===== src/rtl/addsub_arbiter_if.sv =====
// Request/response bundle between the two command front-ends and the shared
// adder-subtractor arbiter. The arbiter takes the slave side.
interface addsub_arbiter_if;
  logic       req0_valid;
  logic       req0_ready;
  logic [7:0] req0_a;
  logic [7:0] req0_b;
  logic       req0_op;
  logic       req1_valid;
  logic       req1_ready;
  logic [7:0] req1_a;
  logic [7:0] req1_b;
  logic       req1_op;
  logic       rsp_valid;
  logic       rsp_ready;
  logic       rsp_id;
  logic [7:0] rsp_s;
  logic       rsp_ovf;
  logic       rsp_neg;
  logic       busy;

  modport slave (
    input  req0_valid, req0_a, req0_b, req0_op,
    input  req1_valid, req1_a, req1_b, req1_op,
    output req0_ready, req1_ready,
    output rsp_valid, rsp_id, rsp_s, rsp_ovf, rsp_neg, busy,
    input  rsp_ready
  );

  modport master (
    output req0_valid, req0_a, req0_b, req0_op,
    output req1_valid, req1_a, req1_b, req1_op,
    input  req0_ready, req1_ready,
    input  rsp_valid, rsp_id, rsp_s, rsp_ovf, rsp_neg, busy,
    output rsp_ready
  );
endinterface


===== src/rtl/addsub_arbiter.sv =====
// Round-robin arbiter sharing one 8-bit adder-subtractor between two requesters;
// one operation in flight, registered response with backpressure.
module addsub_arbiter #(
  parameter bit RR_INIT = 1'b0
) (
  input logic         clk,
  input logic         rst_n,
  addsub_arbiter_if.slave bus
);
  localparam int NUM_REQ = 2;

  typedef enum logic [1:0] {IDLE, EXEC, RESP} state_e;

  typedef struct packed {
    logic [7:0] a;
    logic [7:0] b;
    logic       op;
  } req_t;

  state_e                    state_q;
  logic                      prio_q;
  req_t                      op_q;
  logic                      id_q;
  logic                      rsp_valid_q;
  logic                      rsp_id_q;
  logic [7:0]                rsp_s_q;
  logic                      rsp_ovf_q;
  logic                      rsp_neg_q;
  logic                      busy_q;

  logic [NUM_REQ-1:0]        vld;
  req_t [NUM_REQ-1:0]        req;
  logic [NUM_REQ-1:0]        gnt;
  logic                      gnt_id;
  logic [7:0]                dp_s;
  logic                      dp_ovf;
  logic                      dp_neg;

  always_comb begin
    vld    = {bus.req1_valid, bus.req0_valid};
    req[0] = '{a: bus.req0_a, b: bus.req0_b, op: bus.req0_op};
    req[1] = '{a: bus.req1_a, b: bus.req1_b, op: bus.req1_op};
    // A lone requester always wins; on contention the priority holder does.
    gnt[0] = vld[0] & (~vld[1] | ~prio_q);
    gnt[1] = vld[1] & (~vld[0] |  prio_q);
    gnt_id = gnt[1];
  end

  assign bus.req0_ready = (state_q == IDLE) & gnt[0];
  assign bus.req1_ready = (state_q == IDLE) & gnt[1];

  // The datapath's sub pin is active-low, hence the inversion.
  AddSub u_addsub (
    .A_in  (op_q.a),
    .B_in  (op_q.b),
    .sub   (~op_q.op),
    .s_o   (dp_s),
    .ovf_o (dp_ovf),
    .neg_o (dp_neg)
  );

  always_ff @(posedge clk) begin
    if (!rst_n) begin
      state_q     <= IDLE;
      prio_q      <= RR_INIT;
      op_q        <= '0;
      id_q        <= 1'b0;
      rsp_valid_q <= 1'b0;
      rsp_id_q    <= 1'b0;
      rsp_s_q     <= 8'h00;
      rsp_ovf_q   <= 1'b0;
      rsp_neg_q   <= 1'b0;
      busy_q      <= 1'b0;
    end else begin
      case (state_q)
        IDLE: begin
          if (|gnt) begin
            op_q    <= req[gnt_id];
            id_q    <= gnt_id;
            prio_q  <= ~gnt_id;
            state_q <= EXEC;
            busy_q  <= 1'b1;
          end
        end
        EXEC: begin
          rsp_s_q     <= dp_s;
          rsp_ovf_q   <= dp_ovf;
          rsp_neg_q   <= dp_neg;
          rsp_id_q    <= id_q;
          rsp_valid_q <= 1'b1;
          state_q     <= RESP;
        end
        RESP: begin
          if (bus.rsp_ready) begin
            rsp_valid_q <= 1'b0;
            state_q     <= IDLE;
            busy_q      <= 1'b0;
          end
        end
        default: begin
          state_q <= IDLE;
          busy_q  <= 1'b0;
        end
      endcase
    end
  end

  assign bus.rsp_valid = rsp_valid_q;
  assign bus.rsp_id    = rsp_id_q;
  assign bus.rsp_s     = rsp_s_q;
  assign bus.rsp_ovf   = rsp_ovf_q;
  assign bus.rsp_neg   = rsp_neg_q;
  assign bus.busy      = busy_q;
endmodule

// 8-bit two's-complement adder-subtractor. sub=0 computes A-B by adding the
// two's complement of B, so A-0x80 degenerates to A+0x80.
module AddSub (
  input  logic [7:0] A_in,
  input  logic [7:0] B_in,
  input  logic       sub,
  output logic [7:0] s_o,
  output logic       ovf_o,
  output logic       neg_o
);
  logic [7:0] n;
  logic [8:0] sum;

  always_comb begin
    n     = sub ? B_in : (~B_in + 8'd1);
    sum   = {A_in[7], A_in} + {n[7], n};
    s_o   = sum[7:0];
    ovf_o = sum[8] ^ sum[7];
    neg_o = sum[7];
  end
endmodule


===== src/flat_wrapper.sv =====
// flat-port wrapper written by rule: the top's interface ports become plain ports
module addsub_arbiter_flat 
#(
  parameter bit RR_INIT = 1'b0
)
  (clk, rst_n, bus_req0_valid, bus_req0_a, bus_req0_b, bus_req0_op, bus_req1_valid, bus_req1_a, bus_req1_b, bus_req1_op, bus_req0_ready, bus_req1_ready, bus_rsp_valid, bus_rsp_id, bus_rsp_s, bus_rsp_ovf, bus_rsp_neg, bus_busy, bus_rsp_ready);
  addsub_arbiter_if bus_i ();
  input logic clk;
  input logic rst_n;
  input wire logic [$bits(bus_i.req0_valid)-1:0] bus_req0_valid;
  input wire logic [$bits(bus_i.req0_a)-1:0] bus_req0_a;
  input wire logic [$bits(bus_i.req0_b)-1:0] bus_req0_b;
  input wire logic [$bits(bus_i.req0_op)-1:0] bus_req0_op;
  input wire logic [$bits(bus_i.req1_valid)-1:0] bus_req1_valid;
  input wire logic [$bits(bus_i.req1_a)-1:0] bus_req1_a;
  input wire logic [$bits(bus_i.req1_b)-1:0] bus_req1_b;
  input wire logic [$bits(bus_i.req1_op)-1:0] bus_req1_op;
  output wire logic [$bits(bus_i.req0_ready)-1:0] bus_req0_ready;
  output wire logic [$bits(bus_i.req1_ready)-1:0] bus_req1_ready;
  output wire logic [$bits(bus_i.rsp_valid)-1:0] bus_rsp_valid;
  output wire logic [$bits(bus_i.rsp_id)-1:0] bus_rsp_id;
  output wire logic [$bits(bus_i.rsp_s)-1:0] bus_rsp_s;
  output wire logic [$bits(bus_i.rsp_ovf)-1:0] bus_rsp_ovf;
  output wire logic [$bits(bus_i.rsp_neg)-1:0] bus_rsp_neg;
  output wire logic [$bits(bus_i.busy)-1:0] bus_busy;
  input wire logic [$bits(bus_i.rsp_ready)-1:0] bus_rsp_ready;
  assign bus_i.req0_valid = bus_req0_valid;
  assign bus_i.req0_a = bus_req0_a;
  assign bus_i.req0_b = bus_req0_b;
  assign bus_i.req0_op = bus_req0_op;
  assign bus_i.req1_valid = bus_req1_valid;
  assign bus_i.req1_a = bus_req1_a;
  assign bus_i.req1_b = bus_req1_b;
  assign bus_i.req1_op = bus_req1_op;
  assign bus_req0_ready = bus_i.req0_ready;
  assign bus_req1_ready = bus_i.req1_ready;
  assign bus_rsp_valid = bus_i.rsp_valid;
  assign bus_rsp_id = bus_i.rsp_id;
  assign bus_rsp_s = bus_i.rsp_s;
  assign bus_rsp_ovf = bus_i.rsp_ovf;
  assign bus_rsp_neg = bus_i.rsp_neg;
  assign bus_busy = bus_i.busy;
  assign bus_i.rsp_ready = bus_rsp_ready;
  addsub_arbiter #(.RR_INIT(RR_INIT)) u_core (.clk(clk), .rst_n(rst_n), .bus(bus_i));
endmodule

===== config.mk =====
export PLATFORM = sky130hd
export DESIGN_NAME = addsub_arbiter_flat
export DESIGN_NICKNAME = d
export VERILOG_FILES = /design/src/rtl/addsub_arbiter_if.sv /design/src/rtl/addsub_arbiter.sv /design/src/flat_wrapper.sv
export SDC_FILE = /design/constraint.sdc
export NUM_CORES = 1
export LEC_CHECK = 0
export ABC_AREA = 1
export CORE_MARGIN = 2
export CORE_UTILIZATION = 49
export CTS_CLUSTER_SIZE = 40
export DETAILED_ROUTE_END_ITERATION = 8
export PLACE_DENSITY = 0.84
export SYNTH_ARGS = -nofsm -noshare
export SYNTH_HDL_FRONTEND = slang
export SYNTH_HIERARCHICAL = 1
export SYNTH_SLANG_ARGS = --single-unit

===== constraint.sdc =====
create_clock -name clk -period 2.5 [get_ports clk]
set_input_delay 0.25 -clock clk [delete_from_list [all_inputs] [get_ports clk]]
set_output_delay 0.25 -clock clk [all_outputs]
set_load 0.01 [all_outputs]

======== After elaboration in Yosys (flattened, before gate mapping) ========
Index checks and enable logic that the tools add are counted.
word-level totals
  bits in registers ....................... 34
  output and inout port bits .............. 15
  word-level logic and storage cells ...... 49
operators by class
  add/subtract/negate cells ............... 2
  $lt $le $gt $ge ......................... 1
  equal/unequal tests ..................... 4
  mux-type cells .......................... 10
  bitwise operators ....................... 13
  reductions and logical operators ........ 7
operator list
  cell                 number
  $mux 17              2
  $add 8x8->9          1
  $add 8x1->8 const B  1
  $mux 8               1
  $not 8->8            1
  $pmux 2 s3           1
  $reduce_and 2->1     3
  $not 1->1            5
  $and 1x1->1          4
  $mux 2               2
  $ne 2x2->1 const B   2
  $pmux 1 s3           1
  $reduce_and 3->1     1
  $eq 2x1->1 const B   1
  $eq 2x2->1 const B   1
  $logic_not 2->1      1
  $lt 1x2->1 const B   1
  $mux 1               2
  $or 1x1->1           2
  $pmux 1 s2           1
  $reduce_bool 2->1    1
  $reduce_or 2->1      1
  $xor 1x1->1          1

======== Logic depth before layout (Yosys ltp) ========
  word-level depth ........................ 6
  mapped depth ............................ 17
  depth with buffers taken out ............ 17

======== Modules after synthesis ========
Netlist, hierarchy kept.
by module, submodules not included
  module          times used  cells an instance  area each (um^2)  sequential area each (um^2)
  addsub_arbiter  1           227                1,595.3           680.7
  AddSub          1           93                 564.3             0.0

======== Least setup slack after synthesis ========
No wires, ideal clock.
  path type ............................... register to register
  start ................................... register u_core/op_q[1] in the netlist's numbering
  end ..................................... register u_core.rsp_ovf_q (netlist: u_core/bus.rsp_ovf)
  setup time .............................. 0.116 ns
  arrival time ............................ 2.014 ns
  required time ........................... 2.384 ns
  slack ................................... 0.370 ns
  stages on the path, launching flop included .. 16
  path buffers ............................ 0
  cells stage by stage .................... dfxtp_1 > inv_1 > ha_1 > nand2_1 > o21ai_0 > fa_1 > nand3_1 > nand3_4 > nand2_1 > nand2_1 > nand2_1 > nand2_1 > nand2_1 > nand2_1 > nor2_1 > nor2_1
on the way
  longest elaborated chain between the ends .. 5
ends and longest elaborated chain
  element                   RTL line               RTL
  start: declaration        addsub_arbiter.sv:22   req_t op_q;
  start signal: assignment  addsub_arbiter.sv:78   op_q <= req[gnt_id];
  $not 8->8                 addsub_arbiter.sv:130  n = sub ? B_in : (~B_in + 8'd1);
  $add 8x1->8               addsub_arbiter.sv:130
  $mux 8 (*)                addsub_arbiter.sv:130
  $add 8x8->9 (*)           addsub_arbiter.sv:131  sum = {A_in[7], A_in} + {n[7], n};
  $xor 1x1->1 (*)           addsub_arbiter.sv:133  ovf_o = sum[8] ^ sum[7];
  named net u_core.dp_ovf   addsub_arbiter.sv:36   logic dp_ovf;
  end signal: assignment    addsub_arbiter.sv:87   rsp_ovf_q <= dp_ovf;
  end: declaration          addsub_arbiter.sv:27   logic rsp_ovf_q;
The timed path passes the listed nets; every way through them passes the cells marked *.
A chain may end at the register's enable or synchronous reset.

======== Worst setup path after layout ========
  start ................................... register u_core/op_q[1] in the netlist's numbering
  end ..................................... register u_core.rsp_ovf_q (netlist: u_core/bus.rsp_ovf)
on the way
  longest elaborated chain between the ends .. 5
ends and longest elaborated chain
  element                  RTL line               RTL
  $not 8->8                addsub_arbiter.sv:130
  $add 8x1->8              addsub_arbiter.sv:130
  $mux 8 (*)               addsub_arbiter.sv:130
  $add 8x8->9 (*)          addsub_arbiter.sv:131
  named net u_core.dp_neg  addsub_arbiter.sv:37   logic dp_neg;
  $xor 1x1->1 (*)          addsub_arbiter.sv:133
  named net u_core.dp_ovf  addsub_arbiter.sv:36
Marked as above.

==> flow_metrics.tcl <==
set metrics [dict create \
    grt_pass1_vias 1978 \
    cpPeakStageDelay_ns 0.36 \
    slowest_stage "ha_1" \
    setup_tns_ns 0 \
    nets 425 \
    clk_latency_ns 0.28 \
    yosys-top-cells-area "dfxtp_1, nand2_1, nor2_1, inv_1, ha_1" \
    layout_common_cells "nand2_1, clkdlybuf4s50_1, nor2_1" \
    path_cells "inv_2, ha_2, nand2_1, nand2_1, o21ai_0, xor2_1, ha_1, nand2_1, inv_1, a21oi_2, nand2_1, nand2_1, nand2_2, nand2_1, nand2_1, nor2_1, nor2_1" \
    rsz0062_at_grt "false" \
    yosys_warnings 6 \
    syn-num-nets 370 \
    layout_commonest_cell "nand2_1" \
    io_buffers 53 \
    start_util_pct 50.29 \
    ios 54 \
    hold_depth 2 \
    cp.depth 17 \
    report.final.slew_viol_count 0 \
    diodes 0 \
    floorplan.die.width_um 70.39 \
    slew_headroom_pct 75.44 \
    drive_above_1_share_pct 11.76 \
    setup_viol 0 \
    seq_power_share_pct 37.9 \
    yosysUniqueCellTypes 32 \
    swShare_pct 34.60 \
    max_cap_viol_count 0 \
    h-tree-depth 2 \
    gr-total-overflow 0 \
    p_leak_nw 1.423 \
    die_h_um 70.39 \
    cts_root_buf "clkbuf_8" \
    hpwl_mm 3.624 \
    status "complete, no violations" \
    yosys.area.top_type "dfxtp_1" \
    skew_ns 0.002198 \
    crit_buf_inv 2 \
    gp_congestion 0.9558 \
    via_count 2073 \
    worst_slack_ns 0.2025 \
    switchingPower_uw 596.7 \
    crit_arrival_ns 2.48 \
    power.share.clock_pct 22.9 \
    drc 0 \
    intPower_mw 1.128 \
    hold_class "reg -> reg" \
    fin_crit_ns 2.297 \
    worstSetupPathType "reg -> reg" \
    vias_per_cell 4.866 \
    drt-wirelength-per-cell_um 10.99 \
    clkTransAtPathRegs_ns 0.06 \
    yosysSeqAreaShare_pct 31.52 \
    totalWireLength_mm 4.682 \
    syn_area_per_cell_um2 6.749 \
    critPathCaptureType "flop" \
    cp-start-kind "flop" \
    power_frac_comb_pct 39.2 \
    clock_sinks 34 \
    min_period_over_period_pct 91.90 \
    fp.dieArea_um2 4954 \
    worst_ep_required_time_ns 2.68 \
    num_rows 24 \
    synthCells 320 \
    cp_max_fo 4 \
    seqCellArea_um2 683.2 \
    coreArea_um2 4294 \
    drtPass1Iterations 4 \
    syn_to_final_growth_pct 29.26 \
    vdd_drop_max_uv 304.9 \
    cp_top_family "simple AND/OR/NAND/NOR gates" \
    grt_max_degree 26 \
    n_fill_cell 408 \
    finalHoldViolations 0 \
    drt_iter0_drc 107 \
    path_common_cell "nand2_1" \
    clock_path_buffers 2 \
    rr_worst_depth 17 \
    yosysTopAreaCellShare_pct 31.52 \
    antenna_found_initial 0 \
    syn_area_um2 2160 \
    max_freq_ghz 0.4353 \
    dpl_worst_slack_ns 0.1575 \
    cts_tree "done" \
    ys_ff_latch 34 \
    multi_input_area_um2 1224 \
    power_per_cell_area_nw_per_um2 617.8 \
    final_antenna_net_count 0 \
    numCtsBuffers 5 \
    grtUsageTotal_pct 20.16 \
    grt_first_pass_wirelength_mm 8.107 \
    worst_pin_slew_ns 0.3680 \
]
==> routing by layer <==
| metal | track usage (%) | share of wire (%) | vias up |
|---|---|---|---|
| li1 | - | - | 1100 |
| met1 | 23.16 | 44 | 910 |
| met2 | 35.22 | 49 | 53 |
| met3 | 4.185 | 4.2 | 10 |
| met4 | 9.829 | 2.2 | 0 |
| met5 | 0 | 0 | - |
==> state kept, by name, summed over array words and instances (netlist names) <==
name / flops
u_core/bus.rsp_s: 8
u_core/prio_q: 1
u_core/bus.rsp_valid: 1
u_core/op_q: 17
u_core/id_q: 1
u_core/bus.busy: 1
u_core/bus.rsp_id: 1
u_core/bus.rsp_neg: 1
u_core/bus.rsp_ovf: 1
u_core/state_q: 2
==> per-stage QoR <==
step	area, µm²	utilization (%)	std cells	hold WS [ns]	total power, mW
after global placement	2686	62.56	418	0.4428	1.298
after floorplan	2160	-	320	0.3604	1.134
final	2791	65.01	426	0.4447	1.724
after CTS	2769	64.48	424	0.4459	1.718
after detailed placement	2686	62.56	418	0.4360	1.320
after global routing	2791	65.01	426	0.4585	1.848
==> area by class of cell <==
class / count / share of cell area [%]
multi-input combinational: 233 / 43.84
timing repair buffer: 58 / 20.35
tap: 52 / 2.331
inverter: 43 / 6.051
clock buffer: 6 / 2.958
sequential: 34 / 24.47
==> final timing paths <==
check             startpoint                 end  slack (ns)
max           u_core/op_q[1]  u_core/bus.rsp_ovf        0.20
min          u_core/bus.busy     u_core/bus.busy        0.44
max reg2reg   u_core/op_q[1]  u_core/bus.rsp_ovf        0.20
min reg2reg  u_core/bus.busy     u_core/bus.busy        0.44
==> what timing repair did <==
item / CTS / global route
gates resized for setup: 0 / 6
endpoints found under the setup margin: 0 / 3
setup buffers: 0 / 2
hold buffers: 0 / 0
==> power groups by stage <==
stage	registers [mW]	clock network, mW	logic, mW
floorplan	0.666	0	0.468
global placement	0.662	0	0.635
detailed placement	0.665	0	0.655
CTS	0.653	0.405	0.660
global route	0.663	0.421	0.765
finish	0.654	0.395	0.675
==> synthesized netlist by cell type <==
master / count
a31oi_1: 1
clkbuf_1: 1
o21ai_0: 14
nand3b_1: 1
buf_1: 1
nor2_1: 48
xor2_1: 6
nand2_4: 1
buf_12: 1
dfxtp_1: 34
inv_8: 1
ha_1: 10
nand3_1: 24
nand2_2: 4
buf_2: 1
nor2_2: 14
xnor2_1: 5
clkbuf_8: 1
nand2_8: 1
buf_4: 3
inv_1: 40
nand4_1: 6
o31ai_1: 1
nand2_1: 82
nor2_4: 1
inv_2: 2
nand3_4: 1
a21oi_2: 2
fa_1: 1
a21oi_1: 8
o21ai_1: 2
buf_6: 2
==> kinds of logic after synthesis <==
family,Yosys count,share of synthesized area [%]
and+or+nand+nor,183,38.24
buffers and inverters,53,12.05
DFF,34,31.52
AOI/OAI and AO/OA,28,7.011
xor gates and xnor gates,11,4.461
adders and majority gates,11,6.721
==> tightest hold or removal path: cells and delay by family, from the launching register on <==
| family | cells | cell delay [ns] |
|---|---|---|
| buffers and inverters | 1 | 0.05 |
| AOI/OAI and AO/OA | 1 | 0.05 |
| DFF | 1 | 0.31 |
No activity file was read; power rests on OpenSTA's default activity.
